$ cat config.mk
export PLATFORM = sky130hd
export DESIGN_NAME = sc_pass_sequencer
export DESIGN_NICKNAME = d
export VERILOG_FILES = /design/src/rtl/sc_pass_sequencer_pkg.sv /design/src/rtl/sc_pass_sequencer_len_timer.sv /design/src/rtl/sc_pass_sequencer.sv
export SDC_FILE = /design/constraint.sdc
export NUM_CORES = 1
export LEC_CHECK = 0
export ABC_AREA = 1
export BUFFER_PORTS_ARGS = -buffer_cell sky130_fd_sc_hd__buf_4
export CORE_ASPECT_RATIO = 0.7
export CORE_MARGIN = 1
export CORE_UTILIZATION = 52
export DETAILED_ROUTE_END_ITERATION = 7
export PLACE_DENSITY = 0.75
export SETUP_SLACK_MARGIN = 0.3
export SLEW_MARGIN = 20
export SYNTH_ARGS = -nofsm -noshare
export SYNTH_HDL_FRONTEND = slang
export SYNTH_HIERARCHICAL = 1
export SYNTH_SLANG_ARGS = --single-unit
export TNS_END_PERCENT = 20
$ cat constraint.sdc
create_clock -name clock -period 1.7 [get_ports clock]
set_clock_uncertainty 0.05 [all_clocks]
set_input_delay 0.51 -clock clock [delete_from_list [all_inputs] [get_ports clock]]
set_output_delay 0.51 -clock clock [all_outputs]
set_load 0.03 [all_outputs]
$ cat src/rtl/sc_pass_sequencer_pkg.sv
// Shared definitions for the stochastic-computing pass sequencer:
// default bitstream length and the sequencer state encoding.
package sc_pass_sequencer_pkg;

    localparam int unsigned SC_LEN     = 256;
    localparam int unsigned SC_LEN_LOG = 8;

    typedef enum logic [2:0] {
        ST_IDLE    = 3'd0,
        ST_LOAD    = 3'd1,
        ST_RUN     = 3'd2,
        ST_DRAIN   = 3'd3,
        ST_CAPTURE = 3'd4,
        ST_DONE    = 3'd5
    } sc_seq_state_t;

endpackage

$ cat src/rtl/sc_pass_sequencer_len_timer.sv
// Bitstream-length timer: counts streaming cycles and flags the last one.
// terminal is registered and equals (count == SC_LEN-1).
module sc_len_timer #(
    parameter int unsigned SC_LEN     = sc_pass_sequencer_pkg::SC_LEN,
    parameter int unsigned SC_LEN_LOG = sc_pass_sequencer_pkg::SC_LEN_LOG
) (
    input  logic clock,
    input  logic reset,
    input  logic clear,
    input  logic enable,
    output logic terminal
);

    localparam logic [SC_LEN_LOG-1:0] CNT_PRE = SC_LEN_LOG'(SC_LEN - 2);

    logic [SC_LEN_LOG-1:0] cnt_q;

    // Count wraps naturally at SC_LEN; terminal is precomputed one step ahead.
    always_ff @(posedge clock) begin
        if (reset || clear) begin
            cnt_q    <= '0;
            terminal <= 1'b0;
        end else if (enable) begin
            cnt_q    <= cnt_q + SC_LEN_LOG'(1);
            terminal <= (cnt_q == CNT_PRE);
        end
    end

endmodule

$ cat src/rtl/sc_pass_sequencer.sv
// Multi-pass SC job sequencer: load, stream SC_LEN cycles, drain, capture,
// repeated per pass; reports completion over a valid/ready handshake.
module sc_pass_sequencer #(
    parameter int unsigned SC_LEN     = sc_pass_sequencer_pkg::SC_LEN,
    parameter int unsigned SC_LEN_LOG = sc_pass_sequencer_pkg::SC_LEN_LOG,
    parameter int unsigned PASS_W     = 8,
    parameter int unsigned DRAIN_CYC  = 2
) (
    input  logic              clock,
    input  logic              reset,
    input  logic              start_valid,
    output logic              start_ready,
    input  logic [PASS_W-1:0] num_passes,
    input  logic              abort,
    output logic              sng_load,
    output logic              acc_clear,
    output logic              sc_enable,
    output logic              acc_capture,
    output logic [PASS_W-1:0] pass_idx,
    output logic              busy,
    output logic              done_valid,
    input  logic              done_ready
);

    import sc_pass_sequencer_pkg::*;

    localparam int unsigned          DRAIN_W    = 4;
    localparam logic [DRAIN_W-1:0]   DRAIN_LAST = (DRAIN_CYC == 0) ? '0 : DRAIN_W'(DRAIN_CYC - 1);

    sc_seq_state_t       state_q, state_d;
    logic [PASS_W-1:0]   passes_q, passes_d;
    logic [PASS_W-1:0]   pass_idx_q, pass_idx_d;
    logic [DRAIN_W-1:0]  drain_q, drain_d;
    logic                run_terminal;

    sc_len_timer #(
        .SC_LEN     (SC_LEN),
        .SC_LEN_LOG (SC_LEN_LOG)
    ) u_len_timer (
        .clock    (clock),
        .reset    (reset),
        .clear    (state_q == ST_LOAD),
        .enable   (state_q == ST_RUN),
        .terminal (run_terminal)
    );

    // Next-state logic; abort overrides every other transition while a pass is active.
    always_comb begin
        state_d    = state_q;
        passes_d   = passes_q;
        pass_idx_d = pass_idx_q;
        drain_d    = drain_q;
        unique case (state_q)
            ST_IDLE: begin
                if (start_valid) begin
                    passes_d   = num_passes;
                    pass_idx_d = '0;
                    state_d    = (num_passes == '0) ? ST_DONE : ST_LOAD;
                end
            end
            ST_LOAD: state_d = ST_RUN;
            ST_RUN: begin
                drain_d = '0;
                if (run_terminal) begin
                    state_d = (DRAIN_CYC == 0) ? ST_CAPTURE : ST_DRAIN;
                end
            end
            ST_DRAIN: begin
                if (drain_q == DRAIN_LAST) begin
                    state_d = ST_CAPTURE;
                end else begin
                    drain_d = drain_q + DRAIN_W'(1);
                end
            end
            ST_CAPTURE: begin
                if (pass_idx_q == passes_q - PASS_W'(1)) begin
                    state_d = ST_DONE;
                end else begin
                    pass_idx_d = pass_idx_q + PASS_W'(1);
                    state_d    = ST_LOAD;
                end
            end
            ST_DONE: begin
                if (done_ready) begin
                    state_d = ST_IDLE;
                end
            end
            default: state_d = ST_IDLE;
        endcase
        if (abort && (state_q inside {ST_LOAD, ST_RUN, ST_DRAIN, ST_CAPTURE})) begin
            state_d    = ST_IDLE;
            pass_idx_d = pass_idx_q;
        end
    end

    // State and Moore outputs registered together from the next state.
    always_ff @(posedge clock) begin
        if (reset) begin
            state_q     <= ST_IDLE;
            passes_q    <= '0;
            pass_idx_q  <= '0;
            drain_q     <= '0;
            start_ready <= 1'b1;
            busy        <= 1'b0;
            sng_load    <= 1'b0;
            acc_clear   <= 1'b0;
            sc_enable   <= 1'b0;
            acc_capture <= 1'b0;
            done_valid  <= 1'b0;
        end else begin
            state_q     <= state_d;
            passes_q    <= passes_d;
            pass_idx_q  <= pass_idx_d;
            drain_q     <= drain_d;
            start_ready <= (state_d == ST_IDLE);
            busy        <= (state_d != ST_IDLE);
            sng_load    <= (state_d == ST_LOAD);
            acc_clear   <= (state_d == ST_LOAD) && (pass_idx_d == '0);
            sc_enable   <= (state_d == ST_RUN);
            acc_capture <= (state_d == ST_CAPTURE);
            done_valid  <= (state_d == ST_DONE);
        end
    end

    assign pass_idx = pass_idx_q;

endmodule

Yosys cells after proc, flatten, opt, wreduce, memory -nomap -nowiden
Cells that the tools add are included.

Latch bits: 0. Register bits after elaboration: 39. RAM bits: 0. ROM bits: 0. Bits of input ports: 13. Word-level logic and storage cells: 56. Memories: 0.

Multipliers: 0. Shift operators: 0. Mux-type cells: 14. Magnitude comparators: 0. Equality and inequality tests: 13. Div/mod/pow operators: 0. Bitwise logic cells: 0. Add/sub/neg operators: 4. Reductions and logical operators: 12.

Operators with widths (count): 2-to-1 mux 8 bit (3); 2-to-1 mux 3 bit (7); one-hot mux 3 bit (6 select lines) (1); adder 8 x 1 -> 8 bit, second input constant (2); logical NOT 8 bit (2); one-hot mux 8 bit (2 select lines) (1); == test 3 bit, second input constant (4); == test 3 x 2 -> 1 bit, second input constant (3); == test 8 bit (1); == test 8 bit, second input constant (1); one-hot mux 4 bit (2 select lines) (1); subtractor 8 x 1 -> 8 bit, second input constant (1); == test 3 x 1 -> 1 bit, second input constant (2); logical NOT 3 bit (2); adder 4 x 1 -> 4 bit, second input constant (1); == test 4 x 1 -> 1 bit, second input constant (1); 2-to-1 mux 4 bit (1); AND reduction 2 bit (2); nonzero test 4 bit (1); nonzero test 3 bit (1); logical AND 1 bit (2); != test 2 bit, second input constant (1); nonzero test 2 bit (1); logical OR 1 bit (1).

Depth between registers and ports, before layout
Depth after elaboration: 7. Depth in mapped cells: 17. Mapped depth without buffers: 17.

By module
Netlist, hierarchy kept.

Modules (own cells, without submodules): sc_pass_sequencer (area an instance 1843.0 sq um, times used 1, cells each 291, sequential area each 600.6 sq um); sc_len_timer (area an instance 434.2 sq um, times used 1, cells each 60, sequential area each 180.2 sq um).

Least setup slack after synthesis
Ideal clock, no wire load.

Kind: register to register. Start: register passes_q[0]. End: register acc_clear. Library setup time: 0.064 ns. Data arrival time: 1.793 ns. Cell stages (with the launch flop): 18. Slack: -0.207 ns. Clock period less this slack: 1.907 ns. Cell sequence: dfxtp_1 > inv_2 > ha_1 > nand2_1 > inv_1 > nor2_1 > nand2_1 > nor2_1 > nand3_1 > nor2_2 > nand2_2 > nand3_1 > nand2_1 > o21ai_1 > nand2_1 > nor2_1 > nand2_1 > nor2_1.

Longest elaborated chain between the ends: 7. Elaborated cells between the ends (all ways): 11.

Ends and longest elaborated chain: start, declared (line sc_pass_sequencer.sv:31) `logic [PASS_W-1:0] passes_q, passes_d;`; start signal, assigned (line sc_pass_sequencer.sv:112) `passes_q <= passes_d;`; subtractor 8 x 1 -> 8 bit (*) (line sc_pass_sequencer.sv:76) `if (pass_idx_q == passes_q - PASS_W'(1)) begin`; == test 8 bit (*) (line sc_pass_sequencer.sv:76); 2-to-1 mux 3 bit or 2-to-1 mux 8 bit (tied branches) (line sc_pass_sequencer.sv:76); one-hot mux 3 bit (6 select lines) or one-hot mux 8 bit (2 select lines) (tied branches) (line sc_pass_sequencer.sv:53) `unique case (state_q)`; 2-to-1 mux 3 bit or 2-to-1 mux 8 bit (tied branches) (line sc_pass_sequencer.sv:90) `if (abort && (state_q inside {ST_LOAD, ST_RUN, ST_DRAIN, ST_CAPTURE})) begin`; == test 3 x 1 -> 1 bit or logical NOT 8 bit (tied branches) (line sc_pass_sequencer.sv:118) `acc_clear <= (state_d == ST_LOAD) && (pass_idx_d == '0);`; logical AND 1 bit (*) (line sc_pass_sequencer.sv:118); end signal, assigned (line sc_pass_sequencer.sv:118); end, declared (line sc_pass_sequencer.sv:16) `output logic acc_clear,`.

Mark *: on every way between the ends. The rest lies on a longest branch, timed or not. A chain may end at the register's enable or synchronous reset.

Final worst setup path
Start: register passes_q[1]. End: register acc_clear.

The elaborated chain is that of the path after synthesis.

==> results.md <==
- Status: finished, violations left
- Violated checks: negative setup slack
- Worst Hold End: passes_q[0]$_SDFFE_PP0P_
- Pint: between 1.5 and 2 mW
- CTS Sinks: 39
- Clock power frac: 0.352
- Antenna Cells: 0
- Rel. slew slack: 0.741
- Hold Path Depth: 2
- Largest net degree at the start of global routing: 14
- Syn Area/Cell: 6.49 sq um
- Final Critical Period: just over 2 ns
- Hold Crit Class: in2reg
- Synthesis-stage register bit count: 39
- Area grow syn2layout: 46.0%
- CP startpoint kind: register
- Worst-path clk slew: approximately 0.080 ns
- Area of the mapped netlist: roughly 0.0023 sq mm
- Num CTS Buffers: 5
- Starting density of the core: 0.560
- Post-synth top area share: 0.343
- Initial antenna violation count: 0
- Die extent in y: 57.4 microns
- Comb pwr share: 0.272
- Worst R2R Setup Slack: -0.32 ns
- Sw power: roughly 820 uW
- First-pass GRT wire length: 9.86 mm
- TritonCTS clock tree: built
- Final WS setup: -0.321 ns
- Max_cap viols: 0
- Worst setup EP type: register
- Postcts setup bufs: 0
- Root buffer cell: clkbuf_8
- Reg area: 792 sq um
- Core area: 0.00407 sq mm
- Pre-CTS setup slack: -0.255 ns
- Switching portion of total power: 0.307
- Yosys warning count: 6
- Yosys cell types: 31
- Ratio of cells with drive above 1 in the final layout: 0.387
- P per Cell Area: approximately 800 mW/mm^2
- IO buf count: 27
- Cts hold-fix bufs: 0
- # IOs: 28
- HPWL after DPL: 4.57 mm
- Maximum vdd ir drop: a little under 700 uV
- Initial DRC count: ~170
- Max frequency: 0.495 GHz
- Placed cells: 475
- Gpl congestion: 0.914
- Mapped Cells: approximately 350
- Vias in the first global route: ~2200
- Worst slew pin tran: 0.387 ns
- CP arrival: roughly 2.2 ns
- Clock buffer depth: 2
- HP Start: reset
- Static Leak: between 1.5 and 2 nW
- Fillers: ~260
- Initial DRT Pass Iterations: 5
- Pwr Total: 2.67 mW
- Final slew viol count: 0
- GRT Util Overall: 0.280
- Routed Antenna Nets: 0
- Die ar.: roughly 0.0047 sq mm
- Via count: roughly 2500
- Sequential share of power: 0.376
- NumNets Final: about 450
- Vias per cell: ~5.2
- Seq/Total Area, Yosys: 0.343
- Placement Rows: 19
- Reg-to-reg endpoint: acc_clear$_SDFF_PP0_
- Die extent in x: 81.1 microns
- Cell taking the most area after synthesis: dfxtp_1
- DRC errors left: 0
- Multi-input logic area: ~0.0015 sq mm
- Synth area leaders: dfxtp_1, nand2_1, inv_1, nor2_1, nand3_1
- RSZ-0062 raised after global routing: true
- Clk_lat worst skew: roughly 0.29 ns
- Final setup viols: 15
- FF-to-FF path depth: 14
- H-tree depth: 2
- Crit-path max FO: 5
- Req. time, crit path: ~1.9 ns
- Drt wl/cell: between 10 and 15 microns
- Post-route insts no fill: around 480
- Critical R2R Launch: passes_q[1]$_SDFFE_PP0P_
- Total wire length: 6.72 mm
- Crit path kind: reg2reg
- Syn_nets: between 300 and 400
- Final hold viol count: 0
- Grt ovf: 0
- Final Cycle Share: 1.19
## cell usage in the layout, fill, tap and decap left out, types with 2 or more instances in the layout
cell       count
inv_4          3
o21ai_0        6
xnor2_1        2
nor2_2         8
nor2_4         9
dfxtp_1       32
clkbuf_8       5
a21oi_4        2
nand4_1        5
dfxtp_2        6
nor3_4         2
inv_1         40
buf_4         71
xor2_1         3
nand2_2        5
ha_1           4
nand2_1       78
nor2_1        39
nand3_1       20
bufinv_16      2
nor3_1         7
nand3_2        9
nand2_4        8
o21ai_2        3
nor3_2         3
ha_4           2
buf_6          7
a21oi_1       18
o21ai_1        6
inv_2         12
nand3_4        2
## logic make-up (layout without fill, tap and decap cells)
group,count (synthesis),count (layout),share of synthesized area
compound gates,40,40,0.0967
xor+xnor,5,5,0.0192
fa+ha+maj,6,6,0.0330
buf+inv,62,142,0.105
flops,39,39,0.343
simple gates,199,199,0.403
## registers in the layout (all words and copies together) (netlist names), 3 cells and up
register / count
drain_q: 4
u_len_timer/cnt_q: 8
passes_q: 8
state_q: 3
pass_idx: 8
## timing repair
action	CTS	global route
gates resized for setup	31	50
pin swaps	19	22
hold endpoints to repair	0	0
setup endpoints to repair	39	45
## metal layers
| layer | track usage | wire, microns | vias up |
|---|---|---|---|
| li1 | - | - | 1265 |
| met1 | 0.416 | 3150 | 1136 |
| met2 | 0.413 | 2950 | 113 |
| met3 | 0.0560 | 517 | 19 |
| met4 | 0.0689 | 97 | 0 |
| met5 | 0 | 0 | - |
## how the worst max path moves through the flow
stage | from | end | cells past startpoint
detailed placement | passes_q[1]$_SDFFE_PP0P_ | acc_clear$_SDFF_PP0_ | 15
floorplan | passes_q[0]$_SDFFE_PP0P_ | acc_clear$_SDFF_PP0_ | 17
CTS | passes_q[1]$_SDFFE_PP0P_ | acc_clear$_SDFF_PP0_ | 17
finish | passes_q[1]$_SDFFE_PP0P_ | acc_clear$_SDFF_PP0_ | 14
global route | passes_q[1]$_SDFFE_PP0P_ | acc_clear$_SDFF_PP0_ | 14
global placement | passes_q[0]$_SDFFE_PP0P_ | acc_clear$_SDFF_PP0_ | 17
## synth_stat cells (all sizes together)
cell type,instances
o21ai,15
a21oi,21
or2,1
nor2,56
nand3b,1
nand2,91
nor3,12
nand4,6
a31oi,1
inv,56
a211oi,2
xnor2,2
clkbuf,4
a21boi,1
nand3,31
nor4,1
xor2,3
dfxtp,39
ha,6
buf,2
## critical path: stages (launching register included)
cell	delay, ns
dfxtp_2	0.33
buf_4	0.13
nor2_4	0.15
nand2_2	0.09
nand2_1	0.09
nand3_1	0.08
nand2_1	0.14
nand3_1	0.15
nor2_4	0.21
nand2_1	0.09
nand3_1	0.08
nand2_1	0.08
a21boi_2	0.16
nand2_1	0.07
nor2_1	0.07
## power groups by stage
stage / logic [mW] / registers (mW) / clock network [mW]
4_1_cts: 0.646 / 1.00 / 0.949
6_report: 0.728 / 1.00 / 0.940
3_5_place_dp: 0.613 / 1.02 / 0
2_1_floorplan: 0.335 / 1.05 / 0
5_1_grt: 0.792 / 1.01 / 0.981
3_3_place_gp: 0.599 / 1.02 / 0
## layout make-up
type	count	share of cell area
multi-input cells	250	0.450
flip-flops and latches	39	0.238
repair buffers	78	0.184
inverters	56	0.0670
clock buffers	5	0.0207
clock inverters	3	0.0203
well taps	52	0.0196
## stage by stage
stage | utilization | area, sq um | hold slack, ns | TNS, ns
after floorplan | - | 2310 | 0.392 | -0.365
after global placement | 0.720 | 2930 | 0.405 | -1.64
after detailed placement | 0.720 | 2930 | 0.412 | -2.26
after CTS | 0.777 | 3160 | 0.396 | -1.86
after global routing | 0.818 | 3330 | 0.413 | -4.64
final | 0.818 | 3330 | 0.408 | -3.27
No activity file was read; power rests on OpenSTA's default activity.
